--- src/rtl/dff_pkg.sv ---
// -----------------------------------------------------------------------------
// dff_pkg
// Shared definitions for the dff_shift_reg universal register.
//   mode_e       : 3-bit operation select applied on an enabled clock edge.
//   cnt_width()  : width of the saturating shift counter for a given WIDTH.
// -----------------------------------------------------------------------------
package dff_pkg;

    typedef enum logic [2:0] {
        HOLD = 3'd0,    // keep contents
        LOAD = 3'd1,    // parallel load from d
        SHL  = 3'd2,    // shift toward MSB, sin_l enters bit 0
        SHR  = 3'd3,    // shift toward LSB, sin_r enters MSB
        ROL  = 3'd4,    // rotate toward MSB
        ROR  = 3'd5,    // rotate toward LSB
        CLR  = 3'd6,    // all zeros
        SET  = 3'd7     // all ones
    } mode_e;

    // The counter must be able to hold the value WIDTH itself.
    function automatic int cnt_width(input int width);
        return $clog2(width + 1);
    endfunction

endpackage : dff_pkg

--- src/rtl/dff_cell.sv ---
// -----------------------------------------------------------------------------
// dff_cell
// Single-bit D flip-flop with asynchronous active-high reset.
// Parameters:
//   RST_VAL : value forced onto q_o while rst_i is high.
// Ports:
//   clk_i : rising-edge clock
//   rst_i : asynchronous reset, active high
//   d_i   : next-state input, sampled on the rising edge
//   q_o   : stored bit
// -----------------------------------------------------------------------------
module dff_cell #(
    parameter logic RST_VAL = 1'b0
) (
    input  logic clk_i,
    input  logic rst_i,
    input  logic d_i,
    output logic q_o
);

    logic bit_q;

    always_ff @(posedge clk_i or posedge rst_i) begin
        if (rst_i) begin
            bit_q <= RST_VAL;
        end else begin
            bit_q <= d_i;
        end
    end

    assign q_o = bit_q;

endmodule : dff_cell

--- src/rtl/dff_shift_reg.sv ---
// -----------------------------------------------------------------------------
// dff_shift_reg
// WIDTH-bit universal register: hold, parallel load, clear, set, logical
// shift and rotate in both directions, serial in/out at both ends, and a
// saturating count of shifts since the last LOAD/CLR/SET.
// Parameters:
//   WIDTH   : register width, at least 2
//   RST_VAL : contents after reset
// Ports:
//   clk     : rising-edge clock
//   rst     : asynchronous reset, active high
//   en      : operation enable; low freezes q and cnt
//   mode    : operation select (dff_pkg::mode_e encoding)
//   d       : parallel load data
//   sin_l   : serial input entering bit 0 on SHL
//   sin_r   : serial input entering bit WIDTH-1 on SHR
//   q       : register contents
//   sout_l  : q[WIDTH-1]
//   sout_r  : q[0]
//   cnt     : shifts since last LOAD/CLR/SET, saturating at WIDTH
//   drained : cnt == WIDTH
// -----------------------------------------------------------------------------
module dff_shift_reg
    import dff_pkg::*;
#(
    parameter int               WIDTH   = 8,
    parameter logic [WIDTH-1:0] RST_VAL = {WIDTH{1'b0}}
) (
    input  logic                          clk,
    input  logic                          rst,
    input  logic                          en,
    input  logic [2:0]                    mode,
    input  logic [WIDTH-1:0]              d,
    input  logic                          sin_l,
    input  logic                          sin_r,
    output logic [WIDTH-1:0]              q,
    output logic                          sout_l,
    output logic                          sout_r,
    output logic [cnt_width(WIDTH)-1:0]   cnt,
    output logic                          drained
);

    localparam int             CW      = cnt_width(WIDTH);
    localparam logic [CW-1:0]  CNT_MAX = CW'(WIDTH);

    mode_e            mode_s;
    logic [WIDTH-1:0] q_q;
    logic [WIDTH-1:0] shl_v;
    logic [WIDTH-1:0] shr_v;
    logic [WIDTH-1:0] rol_v;
    logic [WIDTH-1:0] ror_v;
    logic [CW-1:0]    cnt_q;
    logic [CW-1:0]    cnt_d;

    assign mode_s = mode_e'(mode);

    // Whole-vector candidates for the moving modes; each bit's mux below
    // simply picks its own position out of these.
    always_comb begin
        shl_v = {q_q[WIDTH-2:0], sin_l};
        shr_v = {sin_r, q_q[WIDTH-1:1]};
        rol_v = {q_q[WIDTH-2:0], q_q[WIDTH-1]};
        ror_v = {q_q[0], q_q[WIDTH-1:1]};
    end

    // -------------------------------------------------------------------------
    // Storage: one dff_cell per bit, each fed by its own 8:1 next-state mux.
    // -------------------------------------------------------------------------
    for (genvar i = 0; i < WIDTH; i++) begin : g_bit
        logic bit_d;

        always_comb begin
            bit_d = q_q[i];
            if (en) begin
                case (mode_s)
                    HOLD:    bit_d = q_q[i];
                    LOAD:    bit_d = d[i];
                    SHL:     bit_d = shl_v[i];
                    SHR:     bit_d = shr_v[i];
                    ROL:     bit_d = rol_v[i];
                    ROR:     bit_d = ror_v[i];
                    CLR:     bit_d = 1'b0;
                    SET:     bit_d = 1'b1;
                    default: bit_d = q_q[i];
                endcase
            end
        end

        dff_cell #(
            .RST_VAL (RST_VAL[i])
        ) u_cell (
            .clk_i (clk),
            .rst_i (rst),
            .d_i   (bit_d),
            .q_o   (q_q[i])
        );
    end

    // -------------------------------------------------------------------------
    // Shift counter: cleared by LOAD/CLR/SET, bumped by logical shifts only,
    // sticks at WIDTH. Rotates do not drain the register, so they do not count.
    // -------------------------------------------------------------------------
    always_comb begin
        cnt_d = cnt_q;
        if (en) begin
            case (mode_s)
                LOAD, CLR, SET: cnt_d = '0;
                SHL, SHR: begin
                    if (cnt_q != CNT_MAX) begin
                        cnt_d = cnt_q + 1'b1;
                    end
                end
                default: cnt_d = cnt_q;
            endcase
        end
    end

    always_ff @(posedge clk or posedge rst) begin
        if (rst) begin
            cnt_q <= '0;
        end else begin
            cnt_q <= cnt_d;
        end
    end

    // Serial outputs are taken straight from the stored bits so a downstream
    // stage sampling on the same edge sees the bit being shifted out.
    assign q       = q_q;
    assign sout_l  = q_q[WIDTH-1];
    assign sout_r  = q_q[0];
    assign cnt     = cnt_q;
    assign drained = (cnt_q == CNT_MAX);

endmodule : dff_shift_reg

--- config.mk ---
export PLATFORM = sky130hd
export DESIGN_NAME = dff_shift_reg
export DESIGN_NICKNAME = d
export VERILOG_FILES = /design/src/rtl/dff_pkg.sv /design/src/rtl/dff_cell.sv /design/src/rtl/dff_shift_reg.sv
export SDC_FILE = /design/constraint.sdc
export NUM_CORES = 1
export LEC_CHECK = 0
export CAP_MARGIN = 30
export CORE_MARGIN = 2
export CORE_UTILIZATION = 37
export CTS_CLUSTER_SIZE = 24
export DETAILED_ROUTE_END_ITERATION = 12
export DONT_BUFFER_PORTS = 1
export PLACE_DENSITY = 0.61
export SYNTH_ARGS = -nofsm -noshare
export SYNTH_HDL_FRONTEND = slang
export SYNTH_HIERARCHICAL = 1
export SYNTH_SLANG_ARGS = --single-unit
--- constraint.sdc ---
create_clock -name clk -period 1.5 [get_ports clk]
set_input_delay 0.15 -clock clk [delete_from_list [all_inputs] [get_ports clk]]
set_output_delay 0.15 -clock clk [all_outputs]
set_load 0.1 [all_outputs]
* Word-level counts from Yosys, hierarchy flattened
Index checks and enable logic that the tools add are counted.
** Word-level totals
- Register bits :: 12
- Output and inout bits :: 15
- Word-level logic and storage cells :: 39
- Input port bits :: 16
** Operators by class
- Bitwise logic cells :: 1
- Mux-type cells :: 10
- Equality and inequality tests :: 10
- Reduce and logical (&&, ||, !) cells :: 8
- Add/subtract/negate cells :: 1
** Operator list (number)
- 1-bit one-hot mux with 5 select lines :: 6
- 3-bit equality test (second input constant) :: 4
- 1-bit one-hot mux with 6 select lines :: 2
- 4-bit one-hot mux with 2 select lines :: 1
- 3-bit by 2-bit equality test with 1-bit output (second input constant) :: 2
- 2-bit OR reduction :: 3
- 4-bit by 1-bit adder with 4-bit output (second input constant) :: 1
- 4-bit equality test (second input constant) :: 1
- 4-bit two-way mux :: 1
- 4-bit inequality test (second input constant) :: 1
- 3-bit by 1-bit equality test with 1-bit output (second input constant) :: 1
- 3-bit zero test :: 1
- 3-bit AND reduction :: 1
- 3-bit OR reduction :: 1
- 2-bit inequality test (second input constant) :: 1
- 2-bit AND reduction :: 1
- 2-bit nonzero test :: 1
- 1-bit NOT :: 1

* Logic depth before layout (Yosys ltp)
- Depth in word-level cells :: 4
- Depth in mapped cells :: 6
- Mapped depth without buffers :: 6

* Cells and area by module
The synthesis kept the hierarchy.
** Modules (own cells, without submodules)
- dff_shift_reg :: instances 1, cells each 101, seq. area each 100.1 um2, area an instance 676.9 um2
- dff_cell :: instances 8, cells each 2, seq. area each 25.0 um2, area an instance 28.8 um2

* Least setup slack after synthesis
Ideal clock, no wire load.
- Path kind :: register -> register
- From :: register cnt_q[0] (netlist: cnt[0])
- To :: register cnt_q[0] (netlist: cnt[0])
- Clock period less this slack :: 2441 ps
- Cell stages (with the launch flop) :: 7
- Arrival :: 2316 ps
- Library setup time :: 125 ps
- Data required time :: 1375 ps
- Path buffers :: 0
- Slack :: -941 ps
- Cell sequence :: dfrtp_1 > inv_1 > ha_1 > nand3b_1 > inv_1 > a21o_1 > mux2_2
** Between the ends
- Word-level cells in the longest chain between the ends :: 3
- Elaborated cells between the ends (all ways) :: 6
- Those cells by class :: add/sub: 1; eq/ne: 2; mux: 2; reduce/logical: 1
** Ends and longest elaborated chain
- start: declaration :: RTL line dff_shift_reg.sv:52 : logic [CW-1:0] cnt_q;
- start signal: assignment :: RTL line dff_shift_reg.sv:122 : cnt_q <= cnt_d;
- 4-bit by 1-bit adder with 4-bit output / 4-bit inequality test (equally long branches) :: RTL line dff_shift_reg.sv:110, dff_shift_reg.sv:109
- 4-bit two-way mux / 2-bit inequality test (equally long branches)
- 4-bit one-hot mux with 2 select lines / 3-bit AND reduction (equally long branches)
Several ways; a longest one is shown, not always the timed one. The select of a mux whose other input is x is not followed.
A chain may end at the register's enable or synchronous reset.

* Worst setup path in the final report
- From :: register cnt_q[0] (netlist: cnt[0])
- To :: output port drained
** Between the ends
- Word-level cells in the longest chain between the ends :: 1
** Ends and longest elaborated chain
- 4-bit equality test :: RTL line dff_shift_reg.sv:132 : assign drained = (cnt_q == CNT_MAX);
- end: declaration :: RTL line dff_shift_reg.sv:40 : output logic drained
Every way passes these cells.

==> results.toml <==
[cells_and_area]
nNetsFinal = 147
drive_above_1_share_pct = 28.1
syn_to_final_growth_pct = 21.1
design_area_sq_mm = 0.00110
final-instance-count-excl-fill = 156
antennaDiodeCount = 0
n_fill_cell = 240
final_core_utilization_pct = 48.7
seqCellArea_sq_um = 322
multi_input_area_sq_um = 508

[synthesis]
synth_cell_type_count = 33
avgSynthCellArea_sq_um = 7.75
yosys-top-cells-count = "inv_1, nand2_1, dfrtp_1, nor2_1"
synthFlopType = "dfrtp_1"
synth_top_cell_by_area = "dfrtp_1"
synthCells = 117
synth_edf_count = 0
synth_area_sq_um = 907
synth_nets = 135
yosys_warnings = 6
synth_area_leaders = "dfrtp_1, inv_1, nand2_1"
seq_area_frac_synth_pct = 33.1
yosys.area.top_type_share_pct = 33.1
synthArstFlopShare_pct = 100
ys_ff_latch = 12

[timing]
fmax_mhz = 652
finalSetupViolCount = 1
tightestPinTransition_ns = 0.550
slew_headroom_pct = 63.6
hold_viol = 0
skew_ns = 0.00377
fin_setup_tns_ns = -0.0328
finalHoldWorstSlack_ns = 0.0262
final.period_utilization_pct = 102
setup_slack_ns = -0.0328
rsz0062_at_grt = "yes"
drv_slew = 0
fin_crit_ns = 1.53

[critical_path]
cp-start-kind = "flop"
worstPathMaxFanout = 2
critPathRequiredTime_ns = 1.35
critPathKind = "flop to output pin"
end_kind = "output pin"
critical_path_arrival_ns = 1.38

[place]
place_congestion = 0.779
hpwl_microns = 1650
placedCellCount = 150
port_buffers = 0
preCtsSetupSlack_ns = 0.0900
placed_cell_area_sq_mm = 0.00102

[power]
power.total_mw = 1.35
vdd_drop_max_mv = 0.614
power_density_mw_per_mm2 = 1230
p_leak_nw = 0.490

[die]
die_x_microns = 53.5
die_area_sq_mm = 0.00286
start_util_pct = 40.2
pin_count = 31
coreArea_sq_mm = 0.00225
rows = 17
die_h_microns = 53.5

[clock_tree]
insertion_delay_ns = 0.28
cts_buffer_depth = 2
h-tree-depth = 1
clockRootBuffer = "clkbuf_4"
clk_pin_slew_worst_paths_ns = 0.09
numCtsBuffers = 3
cts.sinks = 12
cts_tree = "done"

[min_path]
worstHoldPathType = "primary input to flop"

[outcome]
violations = "negative setup slack"
status = "complete, but fails checks"

[grt]
grt_pass1_vias = 802
gr-usage-met3_pct = 5.08
grt_overflow = 0
grt_max_degree = 22
antenna_found_initial = 0
use_met2_pct = 27.0
track_usage_pct = 18.4
use_met1_pct = 24.6
grt_pass1_wl_microns = 3790
busiest_layer = "met2"

[detailed_routing]
firstDrtPassIters = 4
via_count = 834
final_antenna_net_count = 0
wire_per_inst_microns = 15.1
via_per_inst = 5.35
drt-initial-drc-count = 14
drc_errors = 0
wl_microns = 2350

[run]
cap_viol_max_count = 0
-- worst paths after layout --
check,start,to,slack [ns],depth (start not counted)
setup / recovery,cnt[0],drained,-0.03,5
hold / removal,mode[0],g_bit[6].u_cell/q_o,0.03,2
setup reg to reg,cnt[0],cnt[0],0.07,5
hold reg to reg,cnt[2],cnt[2],0.52,1
max in group asynchronous,rst,cnt[1],0.88,2
min in group asynchronous,rst,g_bit[6].u_cell/q_o,0.35,2
-- cell type report --
cell class | count | share of cell area [%]
clock buffers | 4 | 3.30
flip-flops and latches | 12 | 29.3
well taps | 28 | 3.19
inverters | 15 | 5.47
multi-input cells | 81 | 46.2
repair buffers | 16 | 12.5
-- routing by layer --
metal | part of all wire, % | wire length [microns]
met5 | 0 | 0
met4 | 0.68 | 16
met3 | 6.5 | 154
met2 | 44 | 1040
met1 | 48 | 1140
-- layout by cell type, fill, tap and decap left out, types with 2 or more instances in the layout --
master	n
a21oi_1	3
a31oi_1	6
and3_1	2
buf_4	13
clkbuf_4	3
dfrtp_2	8
dfrtp_4	3
dlygate4sd3_1	2
inv_1	12
inv_2	2
maj3_1	3
mux2i_1	4
nand2_1	15
nand2b_1	2
nand3_1	4
nand3b_1	3
nor2_1	11
nor2b_1	4
nor3_1	2
o21ai_0	6
o2bb2ai_1	2
-- flip-flops by register name, summed over array words and instances (netlist names) --
name	flops
g_bit.u_cell/q_o	8
cnt	4
-- cells by family after synthesis --
| kind of cell | synth area share, % |
|---|---|
| and+or+nand+nor | 22.8 |
| AOI/OAI and AO/OA | 18.5 |
| buffers and inverters | 12.7 |
| DFF | 33.1 |
| muxes | 6.90 |
| adders and majority gates | 6.07 |
-- what timing repair did --
action,CTS,global route
setup buffers,0,0
hold buffers,2,0
gates resized for setup,3,1
setup endpoints to repair,1,2
pin swaps,1,0
hold endpoints to repair,14,0
-- power breakdown --
group	switching, mW	internal [mW]	leakage [nW]	total (mW)
Clock	0.124	0.148	0.0210	0.272
Sequential	0.0406	0.378	0.133	0.419
Combinational	0.507	0.149	0.336	0.656
Total	0.671	0.675	0.490	1.35
-- critical path: stages (launching register included) --
cell and delay [ns]:
dfrtp_4 0.48, inv_2 0.08, ha_4 0.12, nand3b_1 0.12, clkinvlp_4 0.13, buf_12 0.17
No activity file was read; power rests on OpenSTA's default activity.
